## src/rtl/pixel_plot_sink.sv

```systemverilog
// Generic synchronous FIFO with registered occupancy.
// Latency: a push is visible at the head one cycle after the edge that writes it.
// Backpressure: push_rdy drops when full unless a pop happens on the same edge.
module fifo #(
    parameter int W     = 18,
    parameter int DEPTH = 8
) (
    input  logic         core_clk,
    input  logic         arst_n,
    input  logic         push_vld,
    input  logic [W-1:0] push_dat,
    output logic         push_rdy,
    output logic         pop_vld,
    input  logic         pop_rdy,
    output logic [W-1:0] pop_dat,
    output logic         full
);
    localparam int AW = $clog2(DEPTH);
    localparam int CW = AW + 1;

    logic [W-1:0]  mem [DEPTH];
    logic [AW-1:0] wr_ptr, rd_ptr;
    logic [CW-1:0] count;
    logic          push, pop;

    assign full     = (count == CW'(DEPTH));
    assign pop_vld  = (count != '0);
    assign push_rdy = !full || pop_rdy;
    assign push     = push_vld && push_rdy;
    assign pop      = pop_rdy && pop_vld;
    assign pop_dat  = mem[rd_ptr];

    always_ff @(posedge core_clk) begin
        if (push) mem[wr_ptr] <= push_dat;
    end

    // Pointers wrap naturally because DEPTH is a power of two.
    always_ff @(posedge core_clk or negedge arst_n) begin
        if (!arst_n) begin
            wr_ptr <= '0;
            rd_ptr <= '0;
            count  <= '0;
        end else begin
            if (push) wr_ptr <= wr_ptr + AW'(1);
            if (pop)  rd_ptr <= rd_ptr + AW'(1);
            case ({push, pop})
                2'b10:   count <= count + CW'(1);
                2'b01:   count <= count - CW'(1);
                default: count <= count;
            endcase
        end
    end
endmodule

// Plot-stream sink: range-checks pixels, linearises (X,Y), buffers, writes framebuffer.
// Latency: request at edge N is popped at N+1; earliest framebuffer transfer at N+2.
// Backpressure: mem_ready stalls the holding register; source is never stalled, losses set overflow.
module pixel_plot_sink #(
    parameter int DEPTH    = 8,
    parameter int SCREEN_W = 160,
    parameter int SCREEN_H = 120
) (
    input  logic        clock,
    input  logic        resetn,
    input  logic [7:0]  X,
    input  logic [6:0]  Y,
    input  logic [2:0]  COLOUR,
    input  logic        writeEn,
    output logic [14:0] mem_addr,
    output logic [2:0]  mem_data,
    output logic        mem_wren,
    input  logic        mem_ready,
    output logic        full,
    output logic        overflow,
    output logic [7:0]  dropped,
    output logic        idle
);
    localparam logic [7:0] X_LIM = 8'(SCREEN_W);
    localparam logic [6:0] Y_LIM = 7'(SCREEN_H);

    logic        in_range;
    logic [14:0] pix_addr;
    logic        push_vld, push_rdy;
    logic        pop_vld, pop_rdy;
    logic [17:0] pop_dat;
    logic        transfer, load;

    assign in_range = (X < X_LIM) && (Y < Y_LIM);
    // Y*160 as two shifts; the maximum 19199 fits in 15 bits.
    assign pix_addr = {1'b0, Y, 7'b0} + {3'b0, Y, 5'b0} + {7'b0, X};
    assign push_vld = writeEn && in_range;

    assign transfer = mem_wren && mem_ready;
    assign pop_rdy  = !mem_wren || mem_ready;
    assign load     = pop_rdy && pop_vld;
    assign idle     = !pop_vld && !mem_wren;

    fifo #(.W(18), .DEPTH(DEPTH)) u_fifo (
        .core_clk (clock),
        .arst_n   (resetn),
        .push_vld (push_vld),
        .push_dat ({pix_addr, COLOUR}),
        .push_rdy (push_rdy),
        .pop_vld  (pop_vld),
        .pop_rdy  (pop_rdy),
        .pop_dat  (pop_dat),
        .full     (full)
    );

    always_ff @(posedge clock or negedge resetn) begin
        if (!resetn) begin
            mem_addr <= '0;
            mem_data <= '0;
            mem_wren <= 1'b0;
            overflow <= 1'b0;
            dropped  <= '0;
        end else begin
            if (load) begin
                mem_addr <= pop_dat[17:3];
                mem_data <= pop_dat[2:0];
                mem_wren <= 1'b1;
            end else if (transfer) begin
                mem_wren <= 1'b0;
            end
            if (push_vld && !push_rdy) overflow <= 1'b1;
            if (writeEn && !in_range && dropped != 8'hFF) dropped <= dropped + 8'd1;
        end
    end
endmodule

```

## config.mk

```make
export PLATFORM = sky130hd
export DESIGN_NAME = pixel_plot_sink
export DESIGN_NICKNAME = d
export VERILOG_FILES = /design/src/rtl/pixel_plot_sink.sv
export SDC_FILE = /design/constraint.sdc
export NUM_CORES = 1
export LEC_CHECK = 0
export CAP_MARGIN = 40
export CORE_ASPECT_RATIO = 1.25
export CORE_UTILIZATION = 40
export CTS_CLUSTER_SIZE = 12
export DETAILED_ROUTE_END_ITERATION = 8
export HOLD_SLACK_MARGIN = 0.08
export PLACE_DENSITY = 0.7
export RECOVER_POWER = 100
export SYNTH_ARGS = -nofsm -noshare
export SYNTH_HDL_FRONTEND = slang
export SYNTH_SLANG_ARGS = --single-unit
```

## constraint.sdc

```tcl
create_clock -name clock -period 3.7 [get_ports clock]
set_input_delay 0.37 -clock clock [delete_from_list [all_inputs] [get_ports clock]]
set_output_delay 0.37 -clock clock [all_outputs]
set_load 0.03 [all_outputs]
```

; Word level (Yosys, flattened, before mapping)
; Memories as Yosys holds them, arrays and structs flattened. A register that Yosys moved wholly into a read port is not among the register bits.
; Index checks and enable logic that the tools add are counted.
; Widths: inputs -> output; s select.
[op_classes]
order_cmp = 2
bitwise_logic = 0
n_mul = 0
reduce_logical = 20
n_eq_ne = 4
addsub = 7
shift = 0
n_div = 0
mux = 5
[op_table]
columns = operator, n
row1 = $add 14x12->15, 1
row2 = $add 15x8->15, 1
row3 = $logic_and 1x1->1, 9
row4 = $add 8x1->8 const B, 1
row5 = $lt 8x8->1 const B, 1
row6 = $ne 8x8->1 const B, 1
row7 = $pmux 4 s2, 1
row8 = $lt 7x7->1 const B, 1
row9 = $add 3x1->3 const B, 2
row10 = $logic_not 1->1, 6
row11 = $add 4x1->4 const B, 1
row12 = $eq 4x4->1 const B, 1
row13 = $mux 1, 4
row14 = $reduce_bool 2->1, 2
row15 = $reduce_bool 4->1, 1
row16 = $sub 4x1->4 const B, 1
row17 = $eq 2x1->1 const B, 1
row18 = $eq 2x2->1 const B, 1
row19 = $logic_or 1x1->1, 2
[totals]
latchBits = 0
rom_bits = 0
mem_bits_rw = 144
memories = 1
input_bits = 22
ff_bits = 20
[memory_table]
columns = memory, depth, word_bits, read_ports, rd_clocked_by_memory_dff, wr, line_no
row1 = u_fifo.mem, 8, 18, 1, 1, 1, 21  ; logic [W-1:0] mem [DEPTH];

; Logic depth before layout (Yosys ltp)
; Gate-level depths: netlist of run 1.
[logic_depth]
word_depth = 6
ltp_mapped = 11
depth_no_buf = 10

; By module
; From an unflattened synthesis of run 1, not the netlist that was laid out.
[hier_totals]
cells_unflattened = 408
hier_area_um2 = 7624.8
[by_module_without_submodules]
columns = module, seq_area_each_um2, n_inst, area_each_um2, cells_each
row1 = fifo, 4574.4, 1, 6067.1, 274
row2 = pixel_plot_sink, 700.7, 1, 1557.7, 134

; Worst setup path after synthesis of run 1
; Ideal clock, no wire load.
[synth_timing]
path_kind = register to register
from = register mem_wren
to = memory u_fifo.mem[2][0], enable pin
slack_ns = 0.314
path_stages_with_launch = 5
t_arrival_ns = 2.940
path_cell_list = dfrtp_1 nor2b_1 nand3_1 nand2_2 nor4b_1
[synth_between]
elab_chain_cells = 6
[synth_lines]
columns = item, line_no
row1 = "start, declared", 71  ; output logic mem_wren,
row2 = "start signal, assigned", 114  ; mem_wren <= 1'b0;
row3 = "start signal, assigned", 121  ; mem_wren <= 1'b1;
row4 = "start signal, assigned", 123  ; mem_wren <= 1'b0;
row5 = $logic_not 1->1, 94  ; assign pop_rdy = !mem_wren || mem_ready;
row6 = $logic_or 1x1->1, 94
row7 = $logic_or 1x1->1, 28  ; assign push_rdy = !full || pop_rdy;
row8 = $logic_and 1x1->1, 29  ; assign push = push_vld && push_rdy;
row9 = $mux 1, 34  ; if (push) mem[wr_ptr] <= push_dat;
row10 = $mux 1 (implied by the code), 34
row11 = "end, declared", 21
; No other way between the ends.

; Final worst setup path of run 1
[layout_timing]
from = input X[6]
to = memory u_fifo.mem[4][10], enable pin
[layout_between]
elab_chain_cells = 6
[layout_lines]
columns = item, line_no
row1 = "start, declared", 65  ; input logic [7:0] X,
row2 = $lt 8x8->1, 88  ; assign in_range = (X < X_LIM) && (Y < Y_LIM);
row3 = $logic_and 1x1->1, 88
row4 = $logic_and 1x1->1, 91  ; assign push_vld = writeEn && in_range;
row5 = $logic_and 1x1->1, 29
row6 = $mux 1, 34
row7 = $mux 1 (implied by the code), 34
; No other way between the ends.

==> metrics.md, run 1 <==
| Metric | Value |
|---|---|
| Outcome | finished with violations |
| Violated checks | design-rule violations, max-capacitance violations, max-slew violations |
| Minimum clock period | 3030 ps |
| WP depth | 6 |
| Top-area cell type share of the netlist area | 0.570 |
| Critical Path Start Type | input port |
| Width of the chip | 125 um |
| Hold Fails Final Rpt | 0 |
| Row count | 55 |
| Core area | 18,400 sq um |
| Max VDD drop | 0.368 mV |
| Setup TNS | 0 ps |
| Worst setup path startpoint | X[6] |
| Max-cap violations | 2 |
| CP max-delay cell | clkbuf_1 |
| Final core utilization | 0.485 |
| Synthesized flop and latch total | 182 |
| Switching share of total power | 0.322 |
| Total global-route track usage | 0.159 |
| Die Area | 19,500 sq um |
| Final #Nets | 531 |
| End point of the critical path | u_fifo.mem[4][10] |
| Mapped Cells | 420 |
| H-Tree Depth | 4 |
| Net count after synthesis | 463 |
| Synth top area cells | edfxtp_1 (57%), dfrtp_1 (13%), mux4_2 (8.9%) |
| RSZ-0062 raised after global routing | no |
| Top delay family on crit path | buffers and inverters |
| Seq/Total Area, Yosys | 0.695 |
| Commonest non-fill, non-tap cells in the layout | edfxtp_1 (144), dlygate4sd3_1 (42), dfrtp_1 (36), mux4_2 (30), a21oi_1 (25) |
| WL met2 | 7.62 mm |
| Setup Fix Bufs, Post-CTS | 0 |
| DR top layer | met4 |
| Met1 wire length | 6.03 mm |
| Net Sw Power | 2.17 mW |
| Comb pwr share | 0.292 |
| Required time of the critical path | 3720 ps |
| Setup violators final | 0 |
| Die height | 156 um |
| Initial Util | 0.413 |
| Remaining antenna violation count after routing | 0 |
| Mapped cell area | 7590 sq um |
| Max Fclk | 0.330 GHz |
| Int Power | 4.57 mW |
| Clk slew on worst S/H paths | 70 ps |
| Cts bufs inserted | 17 |
| CP Buf/Inv Count | 2 |
| Leakage | 3.11 nW |
| Clk Latency, worst-skew pair | 420 ps |
| Final period util | 0.819 |
| Critical path class | in2reg |
| Max incr delay on CP | 1080 ps |
| Final WL | 14.3 mm |
| Crit-path cells | dlygate4sd3_1 -> o21ai_0 -> and3_1 -> nand2_1 -> nor4b_1 -> clkbuf_1 |
| HPWL after detailed placement | 8.81 mm |
| Clk sinks | 182 |
| Final GP Congestion | 0.802 |
| CTS max path bufs | 2 |
| Crit-path max FO | 18 |
| Grt ovf | 0 |
| Worst slew margin | -0.301 |
| Root Buffer | clkbuf_16 |
| IO Pins | 52 |
| Setup Skew | 9.14 ps |
| Cell variety after synth | 48 |
| Residual DRC count | 6 |
| Area grow syn2layout | 17.4% |
| Number of synthesized flops with an enable pin | 144 |
| Layout cells sized above 1 | 0.146 |
| Commonest non-fill, non-tap cell in the layout | edfxtp_1 |
| Post-synthesis async set-or-reset flop share | 0.209 |
| Clock power frac | 0.271 |
| TritonCTS clock tree | done |
| Inserted Diodes | 0 |
| Worst EP arrival | 3050 ps |
| Initial antenna violation count | 0 |
| Pwr Density | 755 nW/um^2 |
| Largest net degree at the start of global routing | 40 |
| Hold WC Path Type | in2async |
| Synth Warn # | 0 |
| Pre-Repair DR Iteration Count | 6 |
| DRT iter0 DRCs | 284 |
| Yosys top cell by area | edfxtp_1 |
| Via count | 3,914 |
| Routed vias/inst | 5.37 |
| Worst slew pin tran | 1950 ps |
| Reg2reg end | u_fifo.mem[4][10] |
| First-pass GRT wire length | 22.8 mm |
| Ys flop type | edfxtp_1 |
| Number of global-route vias before repair | 4,009 |
| Worst setup EP type | flip-flop |
| Average cell area after synthesis | 18.1 sq um |
| Final Max Slew Viols | 70 |
| Port-buffer cells | 51 |
| Avg WL per Cell | 19.7 um |
| Metal3 WL | 563 um |
| Total Power | 6.74 mW |
| Worst r2r path cells | 5 |
| FF-to-FF Start | mem_wren |
| Sequential share of power | 0.437 |
| Setup slack, reg-to-reg | 970 ps |
layout make-up:
cell class | instances | area (sq um)
Clock inverter | 15 | 185
Timing Repair Buffer | 65 | 587
Multi-Input combinational cell | 210 | 2110
Inverter | 12 | 45.0
Sequential cell | 182 | 5280
Fill cell | 1484 | 9460
Tap cell | 228 | 285
Clock buffer | 17 | 425
routing by layer:
metal	up-vias	track usage
li1	1797	-
met1	2017	0.197
met2	93	0.276
met3	7	0.0346
met4	0	0.0575
met5	-	0
how the worst min path moves through the flow:
stage             start          to  slack (ps)  depth (start not counted)
2_1_floorplan    resetn  dropped[0]          70                          0
3_3_place_gp   overflow    overflow         450                          1
3_5_place_dp     resetn  dropped[6]         260                          1
4_1_cts          resetn    overflow         360                          2
5_1_grt          resetn  dropped[6]         490                          2
6_report         resetn  dropped[6]         450                          2
state kept, by name, summed over array words and instances (netlist names):
| name | cells |
|---|---|
| u_fifo.count | 4 |
| dropped | 8 |
| mem_wren | 1 |
| overflow | 1 |
| u_fifo.rd_ptr | 3 |
| u_fifo.wr_ptr | 3 |
| mem_addr | 15 |
| u_fifo.mem | 144 |
| mem_data | 3 |
cell families after synthesis:
family,after synthesis,synth area share
DFF,182,0.695
and+or+nand+nor,68,0.0481
muxes,60,0.142
AOI/OAI and AO/OA,43,0.0328
buffers and inverters,28,0.0247
adders and majority gates,21,0.0366
xor gates and xnor gates,18,0.0208
through the flow:
| step | instances | setup WS [ps] | hold WS, ps | area (sq um) |
|---|---|---|---|---|
| floorplan | 420 | 314 | 74.4 | 7590 |
| global placement | 694 | 689 | 452 | 8370 |
| detailed placement | 696 | 580 | 255 | 8410 |
| CTS | 729 | 1010 | 357 | 9030 |
| global route | 729 | 465 | 488 | 8920 |
| finish | 729 | 670 | 445 | 8920 |
cell usage after synthesis (all sizes together), types with 7 or more instances:
cell / number
a21oi: 25
inv: 12
ha: 19
xor2: 10
buf: 14
mux2i: 19
nand3: 7
edfxtp: 144
dfrtp: 38
nor2: 25
mux4: 36
xnor2: 8
power groups by stage:
| stage | registers (mW) | clock network (mW) | logic (mW) |
|---|---|---|---|
| 6_report | 2.94 | 1.82 | 1.97 |
| 5_1_grt | 3.00 | 1.95 | 2.13 |
| 3_5_place_dp | 3.01 | 0 | 2.08 |
| 2_1_floorplan | 3.09 | 0 | 1.32 |
| 3_3_place_gp | 3.03 | 0 | 1.96 |
| 4_1_cts | 2.97 | 1.86 | 2.09 |
timing repair:
action,4_1_cts,5_1_grt
resized for setup,0,0
endpoints found under the hold margin,9,0
hold buffers,1,0
(Power assumes the default switching activity.)
==> inputs of run 2 (changes only) <==
==> constraint.sdc (replaced) <==
create_clock -name clock -period 3.1 [get_ports clock]
set_input_delay 0.31 -clock clock [delete_from_list [all_inputs] [get_ports clock]]
set_output_delay 0.31 -clock clock [all_outputs]
set_load 0.03 [all_outputs]
==> run 2 against run 1 <==
Against the previous run: the run ends with design-rule violations left; worst setup slack got worse by 270 ps; via count rose by 0.64%; clock power rose by 12%; sequential cell count did not move; clock-buffer cell count rose by 4; die area did not move; clock skew rose by 0.76 ps; hold slack improved by 15 ps; highest routed layer unchanged.
==> metrics.md, run 2 (synthesis results as in run 1) <==
| Metric | Value |
|---|---|
| Root Buffer | clkbuf_16 |
| Violated checks | design-rule violations |
| Placed insts | 702 |
| Final #Nets | 537 |
| Setup violators final | 0 |
| Grt ovf | 0 |
| Critical path class | in2reg |
| Final WL | 14.4 mm |
| Final core utilization | 0.485 |
| Worst slew pin tran | 1430 ps |
| Layout cells sized above 1 | 0.160 |
| Outcome | finished with violations |
| Setup Skew | 9.91 ps |
| Initial Util | 0.413 |
| Crit-path max FO | 18 |
| Largest net degree at the start of global routing | 40 |
| Worst EP arrival | 2720 ps |
| Most used routing layer | met2 |
| Max-cap violations | 0 |
| Remaining antenna violation count after routing | 0 |
| Register area | 5280 sq um |
| Setup TNS | 0 ps |
| Width of the chip | 125 um |
| RSZ-0062 raised after global routing | no |
| Area grow syn2layout | 17.4% |
| Clk slew on worst S/H paths | 60 ps |
| Minimum clock period | 2700 ps |
| Hold WC Path Type | reg2reg |
| Die height | 156 um |
| Row count | 55 |
| TritonCTS clock tree | done |
| Place WS | 137 ps |
| Commonest non-fill, non-tap cell in the layout | edfxtp_1 |
| Clk sinks | 182 |
| CTS max path bufs | 2 |
| Port-buffer cells | 51 |
| Hold Fails Final Rpt | 0 |
| Number of global-route vias before repair | 4,250 |
| Die Area | 19,500 sq um |
| Global routing usage on met1 | 0.192 |
| Final Max Slew Viols | 0 |
| Via count | 3,939 |
| Total Power | 7.92 mW |
| HPWL after detailed placement | 9.13 mm |
| Final period util | 0.871 |
| Cts bufs inserted | 17 |
| Largest registers | u_fifo.mem: 144 flops, mem_addr: 15 flops, dropped: 8 flops |
| CTS Hold Bufs | 1 |
| Area of the multi-input gates | 2130 sq um |
| Initial antenna violation count | 0 |
| IO Pins | 52 |
| Max VDD drop | 0.381 mV |
| Clk Latency, worst-skew pair | 410 ps |
| Largest Register | u_fifo.mem |
| CTS resizes | 0 |
| Fillers | 1,494 |
| Final GP Congestion | 0.795 |
| GR met2 Demand/Resource | 0.286 |
| Worst slew margin | 0.0481 |
| Total global-route track usage | 0.159 |
| Met3 GRT Util | 0.0271 |
| H-Tree Depth | 4 |
| Critical Path Start Type | input port |
| Worst setup EP type | flip-flop |
| Setup Fix Bufs, Post-CTS | 0 |
| Residual DRC count | 4 |
| Avg WL per Cell | 19.6 um |
| First-pass GRT wire length | 23.1 mm |
| Non-filler instance count after layout | 735 |
| Max FFs per register | 144 |
| Max Fclk | 0.370 GHz |
| Pre-Repair DR Iteration Count | 8 |
| Inserted Diodes | 0 |
| Leakage | 3.14 nW |
| Required time of the critical path | 3120 ps |
| DRT iter0 DRCs | 209 |
| Fin worst setup slack | 399 ps |
| Pwr Density | 889 nW/um^2 |
| Routed vias/inst | 5.36 |
| Commonest non-fill, non-tap cells in the layout | edfxtp_1 (144), dlygate4sd3_1 (42), dfrtp_1 (37), mux4_2 (30), a21oi_1 (25) |
| Core area | 18,400 sq um |
-- run 2: worst max-delay path, cell delays in order --
cell	delay [ps]
dlygate4sd3_1	630
nand4_1	160
and3_1	240
nand3_1	170
nor3_1	180
clkbuf_1	1020
-- run 2: stage by stage --
stage               hold slack (ps)  instance area (sq um)
finish                          460                   8910
global route                    514                   8910
CTS                             380                   9020
detailed placement              281                   8450
global placement                281                   8450
floorplan                      14.4                   7610
-- run 2: final cells by class --
cell class / instances / share of cell area
clock buffers: 21 / 0.0505
multi-input cells: 210 / 0.239
flip-flops and latches: 182 / 0.592
inverters: 12 / 0.00505
well taps: 228 / 0.0320
clock inverters: 11 / 0.0126
repair buffers: 71 / 0.0692
-- run 2: path summary, 6_finish.rpt --
kind,end,from,slack (ps),cells after the start
worst max-delay path,u_fifo.mem[1][11],Y[6],400,6
worst min-delay path,overflow,overflow,460,1
worst max register to register,u_fifo.mem[1][11],mem_wren,620,5
worst min register to register,overflow,overflow,460,1
max in group asynchronous,u_fifo.rd_ptr[0],resetn,1550,3
min in group asynchronous,dropped[2],resetn,590,2
-- run 2: metal layers --
metal  up-vias  part of all wire
met5         -                 0
met4         0             0.011
met3        16             0.037
li1       1808                 -
met2        81              0.54
met1      2034              0.41
-- run 2: power breakdown --
group	total, mW	switching (mW)	leakage, nW	internal [mW]
registers	3.50	0.379	1.74	3.12
clock network	2.03	0.888	0.274	1.15
logic	2.39	1.27	1.12	1.12
total	7.92	2.54	3.14	5.38
==> inputs of run 3 (changes only) <==
--- a/config.mk
+++ b/config.mk
@@ -7,12 +7,11 @@
 export LEC_CHECK = 0
 export CAP_MARGIN = 40
 export CORE_ASPECT_RATIO = 1.25
-export CORE_UTILIZATION = 40
+export CORE_UTILIZATION = 55
 export CTS_CLUSTER_SIZE = 12
 export DETAILED_ROUTE_END_ITERATION = 8
 export HOLD_SLACK_MARGIN = 0.08
-export PLACE_DENSITY = 0.7
-export RECOVER_POWER = 100
+export PLACE_DENSITY = 0.87
 export SYNTH_ARGS = -nofsm -noshare
 export SYNTH_HDL_FRONTEND = slang
 export SYNTH_SLANG_ARGS = --single-unit
==> run 3 against run 2 <==
Against the previous run: the run now ends clean; final area grew 1.3%; die area shrank 27%; clock skew grew 2.1 ps; sequential cell count is the same; worst setup slack lost 6.1 ps; via count grew 4.1%; power grew 3.7%; critical path depth grew 2; register-to-register slack gained 120 ps; global-route usage grew 7.9 points; critical path type unchanged; highest routed layer unchanged.
==> metrics.md, run 3 (synthesis results as in run 1) <==
| Metric | Value |
|---|---|
| Outcome | finished clean |
| Required time of the critical path | 3240 ps |
| Die height | 133 um |
| First-pass GRT wire length | 24.4 mm |
| Hold WC Path Type | in2async |
| Remaining antenna violation count after routing | 0 |
| Worst setup EP type | flip-flop |
| Commonest non-fill, non-tap cells in the layout | edfxtp_1 (144), clkdlybuf4s50_1 (50), dfrtp_1 (37), mux4_2 (30), a21oi_1 (25) |
| Layout cells sized above 1 | 0.199 |
| HPWL after detailed placement | 9.36 mm |
| Worst slew margin | 0.533 |
| Commonest non-fill, non-tap cell in the layout | edfxtp_1 |
| Root Buffer | clkbuf_16 |
| TritonCTS clock tree | done |
| Int Power | 5.48 mW |
| Final period util | 0.873 |
| CTS max path bufs | 2 |
| Port-buffer cells | 51 |
| Worst slew pin tran | 695 ps |
| Setup Fix Bufs, Post-CTS | 0 |
| Clock power frac | 0.257 |
| Max-cap violations | 0 |
| Setup Skew | 12.0 ps |
| Final #Nets | 537 |
| Row count | 47 |
| Width of the chip | 107 um |
| Largest net degree at the start of global routing | 31 |
| Critical path class | in2reg |
| Total global-route track usage | 0.238 |
| Initial Util | 0.569 |
| Setup slack, reg-to-reg | 740 ps |
| Clk Latency, worst-skew pair | 430 ps |
| Critical Path Start Type | input port |
| Core area | 13,300 sq um |
| Largest Register | u_fifo.mem |
| Max FFs per register | 144 |
| Die Area | 14,300 sq um |
| Area grow syn2layout | 19.0% |
| Fillers | 799 |
| Worst EP arrival | 2840 ps |
| Number of global-route vias before repair | 4,396 |
| H-Tree Depth | 4 |
| Inserted Diodes | 0 |
| Grt ovf | 0 |
| Final core utilization | 0.677 |
| CTS resizes | 0 |
| Pre-Repair DR Iteration Count | 7 |
| Hold Fails Final Rpt | 0 |
| Comb pwr share | 0.312 |
| Sequential share of power | 0.431 |
| Leakage | 3.20 nW |
| Residual DRC count | 0 |
| Switching share of total power | 0.332 |
| Setup TNS | 0 ps |
| Setup violators final | 0 |
| Cts bufs inserted | 17 |
| DRT iter0 DRCs | 258 |
| Avg WL per Cell | 22.8 um |
| Place WS | 40.1 ps |
| Max VDD drop | 0.442 mV |
| CTS Hold Bufs | 1 |
| Final WL | 15.4 mm |
| IO Pins | 52 |
| Net Sw Power | 2.73 mW |
| Routed vias/inst | 6.05 |
| Pwr Density | 909 nW/um^2 |
| Minimum clock period | 2710 ps |
| Initial antenna violation count | 0 |
| Largest registers | u_fifo.mem: 144 flops, mem_addr: 15 flops, dropped: 8 flops |
| Final Max Slew Viols | 0 |
| Fin worst setup slack | 393 ps |
| Clk sinks | 182 |
| Max Fclk | 0.369 GHz |
| Crit-path max FO | 8 |
| Via count | 4,100 |
| Final GP Congestion | 0.812 |
| RSZ-0062 raised after global routing | no |
| Clk slew on worst S/H paths | 70 ps |
run 3: changes by cell type in the layout (fill, tap and decap cells not counted), moves of 4 or more:
cell / delta
inv_6: -4
clkdlybuf4s50_1: +41
buf_4: +9
clkbuf_2: -7
clkbuf_1: -10
dlygate4sd3_1: -41
buf_12: +4
run 3: stage by stage:
step / cell area [sq um] / power (mW) / cells / hold WS (ps)
after floorplan: 7610 / 5.28 / 420 / 14.4
after global placement: 8410 / 5.96 / 644 / 449
after detailed placement: 8430 / 6.11 / 645 / 249
after CTS: 9030 / 8.26 / 678 / 329
after global routing: 9030 / 8.57 / 678 / 369
final: 9030 / 8.21 / 678 / 337
run 3: per-layer routing:
| layer | global-route usage | up-vias | wire length, um | part of all wire |
|---|---|---|---|---|
| met5 | 0 | - | 0 | 0 |
| met4 | 0.113 | 0 | 406 | 0.026 |
| met3 | 0.0386 | 40 | 807 | 0.052 |
| met2 | 0.401 | 175 | 8270 | 0.54 |
| met1 | 0.301 | 2075 | 5970 | 0.39 |
| li1 | - | 1810 | - | - |
run 3: final timing paths:
check	endpoint	cells after the start	from
worst max-delay path	u_fifo.mem[6][15]	8	X[7]
worst min-delay path	mem_addr[9]	2	resetn
worst max register to register	u_fifo.count[2]	10	u_fifo.count[2]
worst min register to register	overflow	1	overflow
max in group asynchronous	u_fifo.rd_ptr[0]	3	resetn
min in group clock	overflow	1	overflow
run 3: power by group through the flow:
stage | clock, mW | combinational (mW) | sequential (mW)
floorplan | 0 | 1.58 | 3.69
global placement | 0 | 2.43 | 3.53
detailed placement | 0 | 2.54 | 3.57
CTS | 2.14 | 2.59 | 3.54
global route | 2.23 | 2.75 | 3.59
finish | 2.11 | 2.56 | 3.54
run 3: layout make-up:
class,instances,area [sq um],area share
Timing Repair Buffer,71,708,0.0784
Inverter,12,45.0,0.00499
Clock buffer,17,425,0.0471
Multi-Input combinational cell,210,2200,0.243
Sequential cell,182,5280,0.584
Tap cell,171,214,0.0237
Clock inverter,15,165,0.0183
run 3: critical path: stages:
cell	delay (ps)
clkdlybuf4s50_1	480
inv_1	60
fa_1	520
fa_1	490
nor2b_1	220
o31a_1	170
o21ai_0	80
a31oi_1	520
